File: config.mk
export PLATFORM = sky130hd
export DESIGN_NAME = serial_adder_fsm
export DESIGN_NICKNAME = d
export VERILOG_FILES = /design/src/rtl/serial_adder_pkg.sv /design/src/rtl/serial_adder_fsm_fa_slice.sv /design/src/rtl/serial_adder_fsm.sv
export SDC_FILE = /design/constraint.sdc
export NUM_CORES = 1
export LEC_CHECK = 0
export ABC_AREA = 1
export BUFFER_PORTS_ARGS = -buffer_cell sky130_fd_sc_hd__buf_2
export CAP_MARGIN = 30
export CORE_MARGIN = 4
export CORE_UTILIZATION = 45
export CTS_CLUSTER_SIZE = 28
export DETAILED_ROUTE_END_ITERATION = 12
export PLACE_DENSITY = 0.68
export RECOVER_POWER = 100
export SYNTH_ARGS = -nofsm -noshare
export SYNTH_HDL_FRONTEND = slang
export SYNTH_HIERARCHICAL = 1
export SYNTH_SLANG_ARGS = --single-unit
File: constraint.sdc
create_clock -name clk -period 1.7 [get_ports clk]
set_input_delay 0.34 -clock clk [delete_from_list [all_inputs] [get_ports clk]]
set_output_delay 0.34 -clock clk [all_outputs]
set_load 0.02 [all_outputs]
File: src/rtl/serial_adder_pkg.sv
// Shared types and sizing helpers for the serial adder.
// The SERIAL_ADDER_SUB_EN build option is handled in serial_adder_fsm.sv.
package serial_adder_pkg;

   typedef enum logic [1:0] {
      IDLE = 2'd0,
      RUN  = 2'd1,
      DONE = 2'd2
   } state_t;

   function automatic int calc_steps(input int width, input int bits_per_cycle);
      return width / bits_per_cycle;
   endfunction

   // The counter only has to reach STEPS-1, but it always needs at least one bit.
   function automatic int calc_cnt_w(input int width, input int bits_per_cycle);
      int steps;
      steps = width / bits_per_cycle;
      return (steps <= 2) ? 1 : $clog2(steps);
   endfunction

endpackage

File: src/rtl/serial_adder_fsm_fa_slice.sv
// One-bit full adder.
// A chain of these forms the per-cycle adder in serial_adder_fsm.
module fa_slice (
   input  logic a,
   input  logic b,
   input  logic cin,
   output logic sum,
   output logic cout
);

   assign sum  = a ^ b ^ cin;
   assign cout = (a & b) | (b & cin) | (a & cin);

endmodule

File: src/rtl/serial_adder_fsm.sv
// Multi-cycle adder that adds BITS_PER_CYCLE bits per clock, LSB first, with a registered carry.
// Define SERIAL_ADDER_SUB_EN to add the 'sub' port, which computes a-b.
module serial_adder_fsm
   import serial_adder_pkg::*;
#(
   parameter int WIDTH          = 8,
   parameter int BITS_PER_CYCLE = 1
) (
   input  logic             clk,
   input  logic             rst,
   input  logic             start,
   input  logic [WIDTH-1:0] a,
   input  logic [WIDTH-1:0] b,
   input  logic             cin,
`ifdef SERIAL_ADDER_SUB_EN
   input  logic             sub,
`endif
   output logic             busy,
   output logic             done,
   output logic [WIDTH-1:0] sum,
   output logic             cout,
   output logic             overflow
);

   localparam int STEPS = calc_steps(WIDTH, BITS_PER_CYCLE);
   localparam int CNT_W = calc_cnt_w(WIDTH, BITS_PER_CYCLE);
   localparam logic [CNT_W-1:0] LAST_STEP = CNT_W'(STEPS - 1);

   generate
      if (BITS_PER_CYCLE < 1 || WIDTH < 2 || (WIDTH % BITS_PER_CYCLE) != 0) begin : g_bad_param
         $error("serial_adder_fsm: BITS_PER_CYCLE must divide WIDTH and WIDTH must be >= 2");
      end
   endgenerate

   state_t              state;
   state_t              next_state;
   logic [WIDTH-1:0]    a_reg;
   logic [WIDTH-1:0]    b_reg;
   logic                carry_reg;
   logic [CNT_W-1:0]    cnt;
   logic [WIDTH-1:0]    sum_reg;
   logic                cout_reg;
   logic                ovf_reg;

   logic [WIDTH-1:0]    b_in;
   logic                cin_in;
   logic                accept;
   logic                last_step;

   logic [BITS_PER_CYCLE-1:0] chain_sum;
   logic [BITS_PER_CYCLE:0]   chain_c;
   logic [WIDTH-1:0]          sum_shift;

   // Subtraction is a + ~b + 1, so invert b and force the carry-in at latch time.
`ifdef SERIAL_ADDER_SUB_EN
   assign b_in   = sub ? ~b : b;
   assign cin_in = sub | cin;
`else
   assign b_in   = b;
   assign cin_in = cin;
`endif

   assign chain_c[0] = carry_reg;

   generate
      for (genvar i = 0; i < BITS_PER_CYCLE; i++) begin : g_slice
         fa_slice u_fa (
            .a    (a_reg[i]),
            .b    (b_reg[i]),
            .cin  (chain_c[i]),
            .sum  (chain_sum[i]),
            .cout (chain_c[i+1])
         );
      end
   endgenerate

   // Each step's result bits enter at the MSB end, so after STEPS shifts the word is in place.
   assign sum_shift = (sum_reg >> BITS_PER_CYCLE) | (WIDTH'(chain_sum) << (WIDTH - BITS_PER_CYCLE));

   always_ff @(posedge clk or posedge rst) begin
      if (rst) begin
         state <= IDLE;
      end else begin
         state <= next_state;
      end
   end

   always_comb begin
      next_state = state;
      accept     = 1'b0;
      last_step  = 1'b0;
      case (state)
         IDLE: begin
            if (start) begin
               accept     = 1'b1;
               next_state = RUN;
            end
         end
         RUN: begin
            if (cnt == LAST_STEP) begin
               last_step  = 1'b1;
               next_state = DONE;
            end
         end
         DONE:    next_state = IDLE;
         default: next_state = IDLE;
      endcase
   end

   always_ff @(posedge clk or posedge rst) begin
      if (rst) begin
         a_reg     <= '0;
         b_reg     <= '0;
         carry_reg <= 1'b0;
         cnt       <= '0;
         sum_reg   <= '0;
         cout_reg  <= 1'b0;
         ovf_reg   <= 1'b0;
      end else if (accept) begin
         a_reg     <= a;
         b_reg     <= b_in;
         carry_reg <= cin_in;
         cnt       <= '0;
         sum_reg   <= '0;
      end else if (state == RUN) begin
         a_reg     <= a_reg >> BITS_PER_CYCLE;
         b_reg     <= b_reg >> BITS_PER_CYCLE;
         carry_reg <= chain_c[BITS_PER_CYCLE];
         sum_reg   <= sum_shift;
         cnt       <= cnt + CNT_W'(1);
         // On the final step the top slice holds the word's MSB.
         if (last_step) begin
            cout_reg <= chain_c[BITS_PER_CYCLE];
            ovf_reg  <= chain_c[BITS_PER_CYCLE] ^ chain_c[BITS_PER_CYCLE-1];
         end
      end
   end

   assign busy     = (state == RUN);
   assign done     = (state == DONE);
   assign sum      = sum_reg;
   assign cout     = cout_reg;
   assign overflow = ovf_reg;

endmodule

======== Yosys cells after proc, flatten, opt, wreduce, memory -nomap -nowiden ========
Cells that the tools add are included.
operators by class
  $add $sub $neg .......................... 1
  equal/unequal tests ..................... 5
  multiplexer cells ....................... 17
  bitwise operators ....................... 10
  reductions and logical operators ........ 4
operator list
  kind                                                 count
  2-to-1 mux 8 bit                                     6
  bitwise OR 7 x 8 -> 8 bit                            1
  2-to-1 mux 1 bit                                     6
  2-to-1 mux 3 bit                                     2
  2-to-1 mux 2 bit                                     2
  one-hot mux 2 bit (2 select lines)                   1
  adder 3 x 1 -> 3 bit, second input constant          1
  AND 1 bit                                            3
  equality test 3 bit, second input constant           1
  AND reduction 3 bit                                  1
  bitwise XOR 1 bit                                    3
  equality test 2 x 1 -> 1 bit, second input constant  1
  equality test 2 bit, second input constant           1
  logical NOT 2 bit                                    1
  != test 2 x 1 -> 1 bit, second input constant        1
  != test 2 bit, second input constant                 1
  bitwise OR 1 bit                                     2
  AND reduction 2 bit                                  1
  nonzero test 2 bit                                   1
  NOT 1 bit                                            1
storage, ports and cells
  register bits after elaboration ......... 32
  input bits .............................. 20
  output and inout port bits .............. 12

======== Logic depth before layout (Yosys ltp) ========
Gate-level depths: netlist of the first run.
  depth in word-level cells ............... 5
  depth in mapped cells ................... 6

======== By module ========
Netlist of the first run, hierarchy kept.
modules (own cells, without submodules)
  module            instances  cells each  area an instance (sq um)  sequential area each (sq um)
  serial_adder_fsm  1          168         1433.9                    800.8
  fa_slice          1          1           20.0                      0.0

======== Worst setup path before layout of the first run ========
Ideal clock, no wire load.
  kind .................................... reg2reg
  start ................................... register a_reg[0]
  end ..................................... register ovf_reg (netlist: overflow)
  library setup time ...................... 0.117 ns
  arrival ................................. 1.059 ns
  data required time ...................... 1.583 ns
  setup slack ............................. 0.524 ns
  stages on the path, launching flop included .. 6
  buffers on the path ..................... 0
  clock period less this slack ............ 1.176 ns
  path through ............................ dfrtp_1 fa_1 nand2_1 nand2_1 nand2_1 nand2_1
between the ends
  cells in the longest elaborated chain, start to end .. 4
  elaborated cells on any way between the ends .. 5
ends and longest elaborated chain
  what                    RTL line                         source
  from (decl)             serial_adder_fsm.sv:37           logic [WIDTH-1:0] a_reg;
  from (signal assigned)  serial_adder_fsm.sv:126          a_reg <= a_reg >> BITS_PER_CYCLE;
  AND 1 bit               serial_adder_fsm_fa_slice.sv:12  assign cout = (a & b) | (b & cin) | (a & cin);
  bitwise OR 1 bit        serial_adder_fsm_fa_slice.sv:12
  bitwise OR 1 bit *      serial_adder_fsm_fa_slice.sv:12
  named net chain_c[1]    serial_adder_fsm.sv:51           logic [BITS_PER_CYCLE:0] chain_c;
  bitwise XOR 1 bit *     serial_adder_fsm.sv:134          ovf_reg <= chain_c[BITS_PER_CYCLE] ^ chain_c[BITS_PER_CYCLE-1];
  to (signal assigned)    serial_adder_fsm.sv:134
  to (decl)               serial_adder_fsm.sv:43           logic ovf_reg;
Mark *: on every way through the listed nets, which the timed path passes. The rest lies on a longest branch.
A chain may end at the register's enable or synchronous reset.

======== Worst setup path in the final report of the first run ========
  start ................................... register state[0]
  end ..................................... output port busy
between the ends
  cells in the longest elaborated chain, start to end .. 1
ends and longest elaborated chain
  what                          RTL line                 source
  from (decl)                   serial_adder_fsm.sv:35   state_t state;
  from (signal assigned)        serial_adder_fsm.sv:84   state <= next_state;
  equality test 2 x 1 -> 1 bit  serial_adder_fsm.sv:139  assign busy = (state == RUN);
  to (decl)                     serial_adder_fsm.sv:18   output logic busy,
No other way between the ends.

==> results.ini, run 1 <==
[outcome]
status=complete, no violations

[route]
via_per_inst=5.09
wl_um=3110
wire_per_inst_um=12.6
drt_iter0_markers=76
final_antenna_net_count=0
remaining_drc_errors=0
vias=1253
drtPass1Iterations=4

[clock_network]
cts_max_level=2
cts.sinks=32
clk_pin_slew_ns=0.09
cts_tree=done
numCtsBuffers=5
clk_latency_ns=0.33
cts-resized-gates=0
root_buffer=clkbuf_4
clockBufferDepth=2

[timing]
fmax_ghz=0.670
finalHoldViolCount=0
final.min_clock_period_ns=1.49
timing.hold.ws_ns=0.201
skew_ns=0.00471
setup_tns_ns=0
drv_slew=0
rsz0062_at_grt=no
relSlewSlack=0.475
setup_violations=0
worstMarginPinSlew_ns=0.788
period_share=0.878

[synth]
syn_avg_cell_area_um2=8.60
post-synth-top-area-cell=dfrtp_1
syn_inst=169
yosys_register_bits=32
ys_seq_area_frac=0.551
syn_area_um2=1450
synth_nets=192
yosys_warnings=6
ys_types=14
synth_top_cell_area_share=0.551
yosys-top-cells-area=dfrtp_1 (55%), nand3_1 (20%), nand2_1 (13%), buf_2 (2.1%), ha_1 (1.7%)

[die]
die_w_um=64.8
ios=32
design.die.area_um2=4200
row_count=20
die_h_um=64.8
coreArea_um2=3080
start_util=0.472

[worst_setup_path]
arrival_ns=1.15
crit_path_end_kind=primary output
start_kind=register
path_max_fanout=6
path_class=reg2out
worst_path_largest_cell_delay_ns=0.44
cp_cell_sequence=inv_1 -> nor2_1 -> clkbuf_2
path_delay_family=flip-flops
cp_num_buf_inv=2
slowest_stage=dfrtp_1
required_ns=1.36

[placement]
dp_hpwl_um=2180
gp_congestion=0.763
port_buffers=31

[final_layout]
seq_area_um2=801
layout.nets=227
syn_to_final_growth_pct=14.5
drive_above_1_share=0.158
fill_cells=304
multiInputGateArea_um2=559
antenna_cells=0

[job]
maxCapViolations=0

[power]
power_density_nw_per_um2=1660
p_leak_nw=0.877
vdd_ir_drop_max_mv=0.668

[global_route]
grt.overflow.total=0
antenna_found_initial=0
grt_use_total=0.170
grt_pass1_vias=1184
grt_pass1_wl_um=5420
grt_max_degree=33

[min_path]
hp-class=in2reg

## cells in the mapped netlist (all sizes together)
cell type	number
buf	9
fa	1
nor2	5
inv	6
ha	2
o21ai	2
dfrtp	32
nand3	58
clkbuf	2
nand2	52
## final timing paths
path / startpoint / to / slack (ns) / cells after the start
max reg2reg: state[0]$_DFFE_PP0P_ / cout$_DFFE_PP0P_ / 0.26 / 7
min reg2reg: cout$_DFFE_PP0P_ / cout$_DFFE_PP0P_ / 0.49 / 2
min: a[7] / a_reg[7]$_DFFE_PP0P_ / 0.20 / 3
min in group asynchronous: rst / b_reg[1]$_DFFE_PP0P_ / 0.22 / 3
max: state[0]$_DFFE_PP0P_ / busy / 0.21 / 3
max in group asynchronous: rst / sum[0]$_DFFE_PP0P_ / 0.98 / 3
## cell type report
type | instances | share of cell area
multi-input cells | 120 | 0.336
clock buffers | 5 | 0.0225
well taps | 44 | 0.0331
flip-flops and latches | 32 | 0.481
inverters | 6 | 0.0135
repair buffers | 39 | 0.114
## per-layer routing
layer / GRT usage / vias to the layer above / routed length (um) / share of wire
met1: 0.208 / 591 / 1370 / 0.44
met4: 0.0633 / 0 / 55 / 0.018
met5: 0 / - / 0 / 0
li1: - / 625 / - / -
met2: 0.275 / 31 / 1480 / 0.48
met3: 0.0607 / 6 / 195 / 0.063
## cell usage in the layout (no fill, tap or decap), types with 4 or more instances in the layout
cell and n:
dfrtp_1 32, nor2_1 5, nand3_1 58, clkbuf_2 4, nand2_1 52, inv_1 6, buf_2 19, buf_4 4
clkbuf_4 5, clkbuf_1 12
## per-stage QoR
step	instance area, um^2	util	total power [mW]	setup WS (ns)	cells
after floorplan	1450	-	2.10	0.524	169
after global placement	1660	0.538	2.41	0.313	240
after detailed placement	1660	0.538	2.45	0.280	240
after CTS	1690	0.550	2.83	0.0792	245
after global routing	1670	0.541	3.01	0.0675	246
final	1670	0.541	2.76	0.207	246
## timing repair
action | CTS | global route
hold buffers | 0 | 0
setup endpoints to repair | 0 | 1
buffers inserted | 0 | 1
## cells by family after synthesis
group                    synth area share
AND/OR/NAND/NOR                     0.354
flip-flops                          0.551
buffers and inverters              0.0577
adder cells (fa/ha/maj)            0.0310
AO/OA/AOI/OAI                     0.00688
## power by group
part	internal [mW]	switching [mW]	total [mW]	leakage [nW]
registers	1.05	0.198	1.25	0.415
logic	0.395	0.741	1.14	0.438
clock network	0.138	0.233	0.371	0.0230
total	1.59	1.17	2.76	0.877
## worst min-delay path, stage by stage
cell,delay [ns]
buf_2,0.07
nand2_1,0.04
nand2_1,0.05
No activity file was read; power rests on OpenSTA's default activity.
==> run 2, diff against run 1 <==
--- a/config.mk
+++ b/config.mk
@@ -16,5 +16,4 @@
 export RECOVER_POWER = 100
 export SYNTH_ARGS = -nofsm -noshare
 export SYNTH_HDL_FRONTEND = slang
-export SYNTH_HIERARCHICAL = 1
 export SYNTH_SLANG_ARGS = --single-unit
==> run 2 against run 1 <==
Compared with the run above: setup slack got worse by 0.10 ns; flip-flop and latch count did not move; clock skew fell by 0.0013 ns; critical path type unchanged.
==> results.ini, run 2 <==
[synth]
syn_inst=170  ; +0.59%
post-synth-top-area-cell=dfrtp_1
synth_edf_count=0  ; unchanged
synth_most_common_cell=nand3_1
syn_avg_cell_area_um2=8.57  ; -0.42%
yosys-top-cells-area=dfrtp_1 (55%), nand3_1 (20%), nand2_1 (13%), buf_2 (2.1%), inv_1 (2.1%)
asyncSetResetFlopFracSynth=1.00  ; unchanged
ys_seq_area_frac=0.550  ; -0.000946
yosys_register_bits=32  ; unchanged
synth_flop_cell=dfrtp_1
netlist_top_cells_count=nand3_1 (58), nand2_1 (50), dfrtp_1 (32), inv_1 (8), buf_2 (6)
syn_area_um2=1460  ; +0.17%
synth_nets=193  ; +0.52%
yosys_warnings=0  ; -6
ys_types=13  ; -1
synth_top_cell_area_share=0.550  ; -0.000946

[die]
start_util=0.473  ; +0.000813
row_count=20  ; unchanged
die_h_um=64.9  ; about the same
die_w_um=64.9  ; about the same
coreArea_um2=3080  ; unchanged
design.die.area_um2=4210  ; +0.15%
ios=32  ; unchanged

[placement]
port_buffers=31  ; unchanged
gp_congestion=0.792  ; +3.7%
dp_hpwl_um=2110  ; -3.2%
place_inst=241  ; +0.42%
preCtsSetupSlack_ns=0.389  ; +0.109 ns

[clock_network]
clockBufferDepth=2  ; unchanged
root_buffer=clkbuf_4
clk_pin_slew_ns=0.09  ; about the same
ctsHoldBuffers=0  ; unchanged
clk_latency_ns=0.33  ; about the same
cts_tree=done
post_cts_buffers=0  ; unchanged
cts-resized-gates=0  ; unchanged
cts.sinks=32  ; unchanged
cts_max_level=2  ; unchanged
numCtsBuffers=5  ; unchanged

[global_route]
grt_max_degree=33  ; unchanged
grt_pass1_vias=1181  ; -0.25%
grt_pass1_wl_um=5180  ; -4.3%
grt_use_total=0.159  ; -0.0111
grt.overflow.total=0  ; unchanged
antenna_found_initial=0  ; unchanged

[worst_setup_path]
start_kind=register
path_max_fanout=9  ; +3
path_class=reg2out
cp_num_buf_inv=2  ; unchanged
path_depth=3  ; unchanged
crit_path_end_kind=primary output
path_delay_family=flip-flops
worst_path_largest_cell_delay_ns=0.43  ; about the same
cp_cell_sequence=inv_1 -> nor2_4 -> clkbuf_2
required_ns=1.36  ; about the same
arrival_ns=1.26  ; +0.11 ns
slowest_stage=dfrtp_1
ff2ff_path_depth=5  ; -2

[timing]
drv_slew=0  ; unchanged
skew_ns=0.00346  ; -0.00125 ns
setup_violations=0  ; unchanged
period_share=0.939  ; +0.0612
fmax_ghz=0.626  ; -6.5%
setup_tns_ns=0  ; unchanged
worstMarginPinSlew_ns=0.780  ; -0.00765 ns
final.min_clock_period_ns=1.60  ; +0.104 ns
setup_ws_ns=0.103  ; -0.104 ns
rsz0062_at_grt=no
finalHoldViolCount=0  ; unchanged
relSlewSlack=0.480  ; +0.00510

[route]
remaining_drc_errors=0  ; unchanged
wl_met3_um=174  ; -11%
top_layer=met4
wl_um=3060  ; -1.4%
drt_iter0_markers=67  ; -12%
via_per_inst=4.99  ; -2.0%
met1Wirelength_um=1380  ; +0.88%
dr_wl_met2_um=1460  ; -1.3%
wire_per_inst_um=12.3  ; -2.2%
vias=1238  ; -1.2%
final_antenna_net_count=0  ; unchanged
drtPass1Iterations=5  ; +1

[final_layout]
syn_to_final_growth_pct=16.6
seq_area_um2=801  ; unchanged
antenna_cells=0  ; unchanged
layout.nets=227  ; unchanged
drive_above_1_share=0.167  ; +0.00825
layout_commonest_cell=nand3_1
fill_cells=292  ; -3.9%
mostFrequentLayoutCells=nand3_1 (58), nand2_1 (50), dfrtp_1 (32)
post-route-util=0.552  ; +0.0106
final_cells=248  ; +0.81%
multiInputGateArea_um2=564  ; +0.89%

[power]
power_mw=2.84  ; +2.8%
vdd_ir_drop_max_mv=0.735  ; +10%
power_density_nw_per_um2=1670  ; +0.87%
p_leak_nw=0.892  ; +1.7%

[min_path]
hp-class=in2reg
hold_depth=3  ; unchanged

[outcome]
status=complete, no violations

[job]
maxCapViolations=0  ; unchanged

==> run 2: cell count changes after synthesis <==
cell | before | now
nand2_1 | 52 | 50
inv_1 | 6 | 8
nor2_1 | 3 | 4
nor2_2 | 1 | 0
o21ai_0 | 2 | 3
==> run 2: stage by stage <==
step | hold slack (ns) | instance area (um^2)
after detailed placement | 0.444 | 1670
after global placement | 0.436 | 1670
after floorplan | 0.450 | 1460
final | 0.204 | 1700
after CTS | 0.0840 | 1740
after global routing | 0.219 | 1700
==> run 2: final timing paths <==
check,to,startpoint,slack [ns]
setup / recovery,busy,state[0]$_DFFE_PP0P_,0.10
hold / removal,b_reg[7]$_DFFE_PP0P_,b[7],0.20
setup reg to reg,b_reg[6]$_DFFE_PP0P_,state[1]$_DFFE_PP0P_,0.18
hold reg to reg,cout$_DFFE_PP0P_,cout$_DFFE_PP0P_,0.49
max in group asynchronous,a_reg[0]$_DFFE_PP0P_,rst,0.99
min in group asynchronous,b_reg[6]$_DFFE_PP0P_,rst,0.22
==> run 2: layout make-up <==
| class | instances | share of cell area |
|---|---|---|
| multi-input cells | 119 | 0.332 |
| inverters | 8 | 0.0177 |
| repair buffers | 38 | 0.108 |
| well taps | 44 | 0.0324 |
| clock buffers | 7 | 0.0383 |
| flip-flops and latches | 32 | 0.472 |
==> run 2: per-layer routing <==
layer / track usage / up-vias
li1: - / 624
met1: 0.181 / 577
met2: 0.284 / 32
met3: 0.0555 / 5
met4: 0.0396 / 0
met5: 0 / -
==> run 2: logic make-up (layout without fill, tap and decap cells) <==
kind of cell	after synthesis	after routing	share of synthesized area
adders and majority gates	3	3	0.0309
buffers and inverters	19	53	0.0627
AOI/OAI and AO/OA	3	3	0.0103
and+or+nand+nor	113	113	0.346
DFF	32	32	0.550
==> run 2: power by group <==
part           leakage (nW)  switching [mW]  internal [mW]
Clock                0.0374           0.238          0.234
Sequential            0.415           0.180           1.05
Combinational         0.439           0.760          0.370
Total                 0.892            1.18           1.66
==> run 2: worst reg2reg max path: stages, from the launching register on <==
cell      delay (ns)
dfrtp_1         0.43
inv_1           0.13
nand2_1         0.23
clkbuf_2        0.36
nand3_1         0.18
nand3_1         0.08
